## src/rtl/pathfinding_pkg.sv

```systemverilog
// Shared A* pipeline types: the 272-bit node record, the empty-slot marker and the expander state set.
package pathfinding_pkg;

  localparam int          NUM_CHILDREN = 6;
  localparam logic [15:0] NULL_ID      = 16'hFFFF;

  typedef struct packed {
    logic [15:0]                   x;
    logic [15:0]                   y;
    logic [15:0]                   node_id;
    logic [15:0]                   parent_node_id;
    logic [15:0]                   current_cost;
    logic [NUM_CHILDREN-1:0][15:0] child_id;
    logic [NUM_CHILDREN-1:0][15:0] distance;
  } node_info;

  typedef enum logic [2:0] {
    IDLE,
    CHECK,
    SCAN,
    EMIT,
    FINISH
  } expand_state_t;

endpackage

```

## src/rtl/sat_add16.sv

```systemverilog
// Unsigned 16+16 adder clamping to 16'hFFFF on carry-out.
// Latency: combinational; backpressure: none.
module sat_add16 (
  input  logic [15:0] a,
  input  logic [15:0] b,
  output logic [15:0] sum
);

  logic [16:0] wide;

  assign wide = {1'b0, a} + {1'b0, b};
  assign sum  = wide[16] ? 16'hFFFF : wide[15:0];

endmodule

```

## src/rtl/node_expander.sv

```systemverilog
// Goal test then child expansion of one node record; one candidate per child_valid/child_ready handshake.
// Latency: goal_found 1 cycle after accept, first child 2 cycles after; backpressure holds EMIT with child_* stable.
module node_expander
  import pathfinding_pkg::*;
(
  input  logic        clk,
  input  logic        reset,
  input  logic        start_pulse,
  input  node_info    goal_data,
  input  logic        node_valid,
  input  node_info    node_data,
  output logic        node_ready,
  output logic        child_valid,
  input  logic        child_ready,
  output logic [15:0] child_id,
  output logic [15:0] child_parent_id,
  output logic [15:0] child_g,
  output logic        goal_found,
  output logic        expand_done,
  output logic [2:0]  child_count
);

  expand_state_t state, state_nxt;
  node_info      node_q, node_nxt;
  logic [15:0]   goal_id;
  logic [2:0]    idx, idx_nxt;
  logic [2:0]    cnt, cnt_nxt;

  logic          cv_nxt, gf_nxt, ed_nxt;
  logic [15:0]   cid_nxt, cpid_nxt, cg_nxt;

  logic [15:0]   sel_id, sel_dist, sel_g;
  logic          slot_ok, last_slot;
  logic          unused_bits;

  // 6:1 slot mux over the captured record
  always_comb begin
    sel_id   = NULL_ID;
    sel_dist = '0;
    for (int i = 0; i < NUM_CHILDREN; i++) begin
      if (idx == 3'(i)) begin
        sel_id   = node_q.child_id[i];
        sel_dist = node_q.distance[i];
      end
    end
  end

  assign slot_ok   = (sel_id != NULL_ID) && (sel_id != node_q.parent_node_id);
  assign last_slot = (idx == 3'(NUM_CHILDREN - 1));

  sat_add16 u_sat_add16 (
    .a   (node_q.current_cost),
    .b   (sel_dist),
    .sum (sel_g)
  );

  // Holding off node_ready while goal_found is up keeps the next accept one cycle clear of the pulse
  assign node_ready  = (state == IDLE) && !goal_found;
  assign child_count = cnt;

  always_comb begin
    state_nxt = state;
    node_nxt  = node_q;
    idx_nxt   = idx;
    cnt_nxt   = cnt;
    cv_nxt    = child_valid;
    cid_nxt   = child_id;
    cpid_nxt  = child_parent_id;
    cg_nxt    = child_g;
    gf_nxt    = 1'b0;
    ed_nxt    = 1'b0;

    case (state)
      IDLE: begin
        if (node_valid && node_ready) begin
          node_nxt  = node_data;
          idx_nxt   = '0;
          cnt_nxt   = '0;
          state_nxt = CHECK;
        end
      end
      CHECK: begin
        if (node_q.node_id == goal_id) begin
          gf_nxt    = 1'b1;
          state_nxt = IDLE;
        end else begin
          state_nxt = SCAN;
        end
      end
      SCAN: begin
        if (slot_ok) begin
          cid_nxt   = sel_id;
          cpid_nxt  = node_q.node_id;
          cg_nxt    = sel_g;
          cv_nxt    = 1'b1;
          state_nxt = EMIT;
        end else if (last_slot) begin
          ed_nxt    = 1'b1;
          state_nxt = FINISH;
        end else begin
          idx_nxt   = idx + 3'd1;
        end
      end
      EMIT: begin
        if (child_valid && child_ready) begin
          cv_nxt  = 1'b0;
          cnt_nxt = cnt + 3'd1;
          if (last_slot) begin
            ed_nxt    = 1'b1;
            state_nxt = FINISH;
          end else begin
            idx_nxt   = idx + 3'd1;
            state_nxt = SCAN;
          end
        end
      end
      FINISH: begin
        state_nxt = IDLE;
      end
      default: begin
        state_nxt = IDLE;
      end
    endcase

    // A new search aborts whatever is in flight, including pulses not yet shown
    if (start_pulse) begin
      state_nxt = IDLE;
      cv_nxt    = 1'b0;
      gf_nxt    = 1'b0;
      ed_nxt    = 1'b0;
    end
  end

  always_ff @(posedge clk or posedge reset) begin
    if (reset) begin
      state           <= IDLE;
      node_q          <= '0;
      idx             <= '0;
      cnt             <= '0;
      goal_id         <= NULL_ID;
      child_valid     <= 1'b0;
      child_id        <= '0;
      child_parent_id <= '0;
      child_g         <= '0;
      goal_found      <= 1'b0;
      expand_done     <= 1'b0;
    end else begin
      state           <= state_nxt;
      node_q          <= node_nxt;
      idx             <= idx_nxt;
      cnt             <= cnt_nxt;
      child_valid     <= cv_nxt;
      child_id        <= cid_nxt;
      child_parent_id <= cpid_nxt;
      child_g         <= cg_nxt;
      goal_found      <= gf_nxt;
      expand_done     <= ed_nxt;
      if (start_pulse) begin
        goal_id <= goal_data.node_id;
      end
    end
  end

  assign unused_bits = ^{node_q.x, node_q.y, goal_data.x, goal_data.y,
                         goal_data.parent_node_id, goal_data.current_cost,
                         goal_data.child_id, goal_data.distance};

endmodule

```

## config.mk

```make
export PLATFORM = sky130hd
export DESIGN_NAME = node_expander
export DESIGN_NICKNAME = d
export VERILOG_FILES = /design/src/rtl/pathfinding_pkg.sv /design/src/rtl/sat_add16.sv /design/src/rtl/node_expander.sv
export SDC_FILE = /design/constraint.sdc
export NUM_CORES = 1
export LEC_CHECK = 0
export CAP_MARGIN = 10
export CELL_PAD_IN_SITES_DETAIL_PLACEMENT = 1
export CELL_PAD_IN_SITES_GLOBAL_PLACEMENT = 1
export CORE_ASPECT_RATIO = 1.25
export CORE_MARGIN = 8
export CORE_UTILIZATION = 29
export CTS_CLUSTER_DIAMETER = 60
export DETAILED_ROUTE_END_ITERATION = 8
export GPL_TIMING_DRIVEN = 0
export PLACE_DENSITY_LB_ADDON = 0.2
export SYNTH_ARGS = -nofsm -noshare
export SYNTH_HDL_FRONTEND = slang
export SYNTH_HIERARCHICAL = 1
export SYNTH_SLANG_ARGS = --single-unit
```

## constraint.sdc

```tcl
create_clock -name clk -period 11.7 [get_ports clk]
set_input_delay 2.34 -clock clk [delete_from_list [all_inputs] [get_ports clk]]
set_output_delay 2.34 -clock clk [all_outputs]
set_load 0.02 [all_outputs]
```

### Word-level counts from Yosys, hierarchy flattened

Cells that the tools add are included.

* add/subtract/negate cells: 3
* $mul: 0
* div/mod/pow operators: 0
* magnitude comparators: 0
* eq/ne operators: 18
* shift operators: 0
* muxes and demuxes: 40
* bitwise gates (word level): 0
* reduce and logical (&&, ||, !) cells: 16

Operators with widths (count)
* $mux W16: 13
* $mux W3: 11
* $add A16 B16 Y17: 1
* $eq A16 B16 Y1: 1
* $ne A16 B16 Y1: 1
* $ne A16 B16 Y1 const B: 1
* $eq A3 B2 Y1 const B: 4
* $pmux W3 S4: 1
* $mux W1: 10
* $pmux W3 S3: 1
* $reduce_and A3 Y1: 3
* $add A3 B1 Y3 const B: 2
* $eq A3 B1 Y1 const B: 2
* $eq A3 B3 Y1 const B: 2
* $logic_not A3 Y1: 2
* $ne A3 B3 Y1 const B: 2
* $pmux W3 S2: 1
* $reduce_bool A3 Y1: 2
* $logic_and A1 B1 Y1: 4
* $ne A2 B2 Y1 const B: 2
* $ne A4 B4 Y1 const B: 1
* $pmux W1 S2: 2
* $reduce_and A2 Y1: 2
* $reduce_and A4 Y1: 1
* other kinds (5): 5

* register bits after elaboration: 316
* bits in latches: 0
* RAM bits: 0
* bits in read-only memories: 0
* input port bits: 549
* output and inout port bits: 55
* word-level logic and storage cells: 102
* memories kept: 0

### Logic depth before layout (Yosys ltp)

* depth in word-level cells: 12
* depth in mapped cells: 24
* gate-level depth less buffers: 19

### Modules after synthesis

Netlist, hierarchy kept.

By module, submodules not included
* node_expander: times used 1, cells an instance 1705, area each 15011.9 um^2, sequential area each 7927.6 um^2
* sat_add16: times used 1, cells an instance 114, area each 798.3 um^2, sequential area each 0.0 um^2

### Least setup slack after synthesis

No wires, ideal clock.

* path type: register to register
* start point: register idx[2]
* end point: register child_g[8]
* library setup time: 0.125 ns
* arrival: 3.946 ns
* required time: 11.575 ns
* path slack: 7.629 ns
* cell stages (with the launch flop): 21
* path buffers: 5
* clock period less this slack: 4.071 ns
* path through: dfrtp_1 buf_2 inv_1 buf_2 ha_1 buf_4 clkbuf_1 clkbuf_1 a211oi_1 a21oi_1 nor2_1 a21oi_1 o21ai_0 fa_1 a21oi_2 o21ai_1 a2111oi_0 nor3_1 xnor2_1 nand2_1 mux2_4

* elaborated cells between the ends (all ways): 24
* those cells by class: 1 x add/sub; 7 x eq/ne; 13 x mux; 3 x reduce/logical

RTL lines
* from (decl): RTL line node_expander.sv:26 `logic [2:0] idx, idx_nxt;`
* from (signal assigned): RTL line node_expander.sv:150 `idx <= idx_nxt;`
* $logic_not A3 Y1: RTL line node_expander.sv:41 `if (idx == 3'(i)) begin`
* $mux W16 (5 in a row): RTL line node_expander.sv:41
* $mux W16 *: RTL line node_expander.sv:41
* named net sel_dist[1]: RTL line node_expander.sv:32 `logic [15:0] sel_id, sel_dist, sel_g;`
* $add A16 B16 Y17 *: RTL line sat_add16.sv:11 `assign wide = {1'b0, a} + {1'b0, b};`
* $mux W16 *: RTL line sat_add16.sv:12 `assign sum = wide[16] ? 16'hFFFF : wide[15:0];`
* named net sel_g[8]: RTL line node_expander.sv:32
* to (signal assigned): RTL line node_expander.sv:155 `child_g <= cg_nxt;`
* to (decl): RTL line node_expander.sv:17 `output logic [15:0] child_g,`

Mark *: on every way through the listed nets, which the timed path passes. The rest lies on a longest branch.
A chain may end at the register's enable or synchronous reset.

### Worst setup path in the final report

* start point: register idx[0]
* end point: register child_g[15]

The elaborated chain is that of the path after synthesis.

==> reports/results.txt <==
The logs give 0.00793 mm^2 for the area taken by flip-flops and latches and 0 ns for the final total negative setup slack. At the pin with the least slew margin, the transition time is 1.09 ns. The routing usage on met3 is 0.0525, and the portion of the clock cycle consumed by the worst path in the final layout is 0.463.

Detailed routing inserted a total of 14302 vias. The detailed router finished its first iteration with 763 violations. The signal on the critical path passes through inv_1 -> ha_1 -> buf_2 -> buf_2 -> and3_1 -> clkbuf_1 -> clkbuf_1 -> a22oi_1 -> a211oi_1 -> a21oi_1 -> nor2_1 -> a21oi_1 -> o21ai_0 -> ha_1 -> a211oi_1 -> o21bai_1 -> a21oi_1 -> o221ai_1 -> xnor2_1 -> nand2_1 -> mux2_4.

The routed design has 66.1 mm of wire. The run gives 5 as the count of TritonRoute iterations in the first routing pass. The clock drives 316 sinks. The tools report the global-route wire length before repair as 98.9 mm. The multi-input gate area in the final layout was 0.00719 mm^2; the global placer's final weighted congestion was 0.897.

The setup check on the worst reg-to-reg path leaves a slack of 6.29 ns. Using the TritonRoute via totals, the vias-per-cell ratio works out to 4.86. For the number of buffers inserted to repair setup after CTS, the log shows 0.

The worst-case headroom to the max-slew limit was 0.273. Among all flip-flop cells after synthesis, the most frequent one is dfrtp_1. The number of unique standard cell types used by synthesis was 84; the synthesis-stage register bit count was 316. The tool flagged a number of max-cap violations equal to 0. The run gives 0.294 as the starting density of the core. The clock buffer count from CTS came out at 39. The number of global-route vias before repair is 15593. Buffers inserted to repair hold after CTS numbered 0. The die is 225 um wide. The fraction of the core area covered by cells at the end of the flow is 0.394.

Yosys mapped a number of flops with a built-in enable equal to 0. The remaining antenna violation count after routing was 0. Of all nets on the critical path, the largest fanout is 10. The met1 capacity usage during global routing is 0.276. The gate count after technology mapping was 1819; the area fraction of the dominant cell type after synthesis was 0.475. The clock edge transition at the registers on the reported setup and hold paths is 0.06 ns. By instance count, the cell type seen most on the critical path is a21oi_1. The share of post-route cells with drive strength above 1 is 0.0820. Data on the critical path arrives at its endpoint at 5.85 ns. The type of the setup path with the least slack is reg -> reg. Setup violations remaining at the end of the flow were counted as 0. Library cell with the largest summed area after synthesis: dfrtp_1.

604 I/O pins were placed. The run gives 185 MHz as the highest clock rate. The run gives 0.0158 mm^2 as the post-synthesis instance area. The flow ran to the end, and the final reports show no timing, DRC or antenna violations. In this run the power density over the cells is 209 mW/mm^2. Clock latency on the worst-skew pair, taken at its later pin, is 0.56 ns. The cell at the root of the clock tree is clkbuf_16. For the post-cts gate resize count, the log shows 0. Setup repair after global routing left no endpoint under its margin. The share of flip-flops with an asynchronous set or reset after synthesis was 1.00; the number of remaining DRC errors was 0.

The total nets after synthesis came out at 2391. In this run the worst hold path is classified as reg -> reg. The die covers 0.0623 mm^2. The layout has 6332 filler cells. The largest net degree at the start of global routing came out at 125. In this run the mean area of a mapped cell was 8.69 um^2.

Placeable core region: 0.0538 mm^2. Y dimension of the die: 277 um. The layer flagged by global routing as most heavily used is met2. Sorting the synthesized cells by area gives the leading types as dfrtp_1 47%, nand2_1 18%, mux2_4 2.8%. On the final layout, the worst clock skew is 0.0170 ns. Buffers placed on the I/O ports in this run total 314. Initial antenna violation count: 14.

Area added between synthesis and finish: 34.4%. The worst setup path is captured at a flip-flop. After layout, the minimum clock period comes to 5.41 ns. For this run, the post-layout net count is 2749.

The largest single stage delay on the critical path is 0.43 ns. Global routing finished with a remaining overflow of 0. The worst voltage drop across the vdd grid came out at 0.000100 V. On the final layout, the worst hold slack is 0.471 ns.

TritonCTS built the clock tree. The run gives 0.209 as the overall track demand over capacity in global routing. The standard cell with the maximum stage delay on the critical path was clkbuf_1.

The cell leakage power was 9.85 nW; the critical path data required time was 12.14 ns. The logs give 2 for the CTS H-tree depth and 6 for the count of synthesis-stage warnings from yosys. Detailed placement finished with a half-perimeter wire length of 52.3 mm. The clock passes through at most 3 buffers.

For the fraction of the yosys area taken by sequential cells, the log shows 0.501. The fraction of met2 tracks used by global routing came out at 0.338. Row generation in the floorplan step produced 95 rows. In the final routed layout, each cell accounts on average for 22.5 um.

The final number of max-transition violations is 0, and the number of endpoints with negative hold slack in the final report is 0. Kind of start point of the critical path: a flip-flop.
[layout by cell type, fill, tap and decap left out, types with 8 or more instances in the layout]
master	synthesis	layout
mux2_2	20	20
xnor2_1	24	24
o311ai_1	11	11
nand4_1	14	14
clkbuf_16	0	40
ha_1	22	22
clkbuf_8	0	8
a31oi_1	10	10
nor3_1	8	8
o22ai_1	13	13
nand2_1	764	764
nor2b_1	32	32
nand3_1	21	21
buf_2	14	14
nand2b_1	15	15
a211oi_1	22	22
nor3b_1	16	16
nor2_1	53	53
dfstp_2	16	16
a21oi_1	58	58
o21ai_0	80	80
clkdlybuf4s50_1	0	314
dfrtp_1	300	300
mux2_4	30	30
clkbuf_1	73	86
a22oi_1	17	17
a21o_1	13	13
inv_1	39	38
[power breakdown]
| part | switching [W] | internal (W) |
|---|---|---|
| Sequential | 0.000233 | 0.00141 |
| Clock | 0.000503 | 0.000732 |
| Combinational | 0.000882 | 0.000681 |
| Total | 0.00162 | 0.00282 |
[stage by stage]
| stage | area (um^2) | power (W) | setup slack (ns) | cells |
|---|---|---|---|---|
| finish | 21200 | 0.00444 | 6.29 | 2940 |
| global route | 21200 | 0.00471 | 5.73 | 2936 |
| CTS | 21200 | 0.00450 | 6.23 | 2934 |
| detailed placement | 19900 | 0.00324 | 6.24 | 2862 |
| global placement | 19900 | 0.00319 | -3.74 | 2860 |
| floorplan | 15800 | 0.00253 | 0.644 | 1819 |
[routing by layer]
metal  vias to the layer above  share of wire
met4                        18          0.021
met5                         -         0.0017
met2                       378           0.46
met3                        89          0.061
met1                      7054           0.46
li1                       6763              -
[path summary, 6_finish.rpt]
path                             startpoint  cells past startpoint     endpoint
min in group asynchronous             reset                      2  node_q[231]
worst min register to register  node_q[147]                      2  node_q[147]
worst max register to register       idx[0]                     21  child_g[15]
worst min-delay path            node_q[147]                      2  node_q[147]
worst max-delay path                 idx[0]                     21  child_g[15]
max in group asynchronous             reset                      3   node_q[40]
[kinds of logic after synthesis]
group / share of synthesized area
and+or+nand+nor: 0.253
DFF: 0.501
AOI/OAI and AO/OA: 0.122
buffers and inverters: 0.0437
muxes: 0.0453
xor gates and xnor gates: 0.0155
adders and majority gates: 0.0187
[state kept, by name (all words and copies together), names as in the netlist]
name / count
child_count: 3
child_g: 16
child_id: 16
child_parent_id: 16
child_valid: 1
expand_done: 1
goal_found: 1
goal_id: 16
idx: 3
node_q: 240
state: 3
[worst max-delay path, delay by kind of cell, from the launching register on]
kind / cells / cell delay [ns]
AO/OA/AOI/OAI: 9 / 1.87
buffers and inverters: 5 / 1.47
adder cells (fa/ha/maj): 2 / 0.62
AND/OR/NAND/NOR: 3 / 0.45
flip-flops: 1 / 0.42
multiplexers: 1 / 0.26
XOR/XNOR: 1 / 0.18
[cells in the mapped netlist (all sizes together), types with 3 or more instances]
master and n:
nand2 765, dfrtp 300, o21ai 85, clkbuf 74
a21oi 60, nor2 54, mux2 51, inv 40
buf 34, nor2b 32, xnor2 24, a211oi 22
ha 22, nand3 21, a22oi 17, dfstp 16
nand4 16, nor3b 16, o311ai 16, nand2b 15
a21o 13, o22ai 13, a31oi 11, nor3 8
nor4 8, and3 7, a22o 6, a2111oi 5
o31ai 5, and2 4, o211ai 4, o21a 4
xor2 4, a221oi 3, mux2i 3, nand3b 3
o221ai 3, or3 3
[area by class of cell]
cell class | instances | share of cell area
diodes | 5 | 0.000589
multi-input cells | 1355 | 0.339
inverters | 40 | 0.00742
flip-flops and latches | 316 | 0.373
plain buffers | 108 | 0.0254
clock inverters | 11 | 0.00654
repair buffers | 317 | 0.151
well taps | 727 | 0.0428
clock buffers | 61 | 0.0546
No activity file was read; power rests on OpenSTA's default activity.
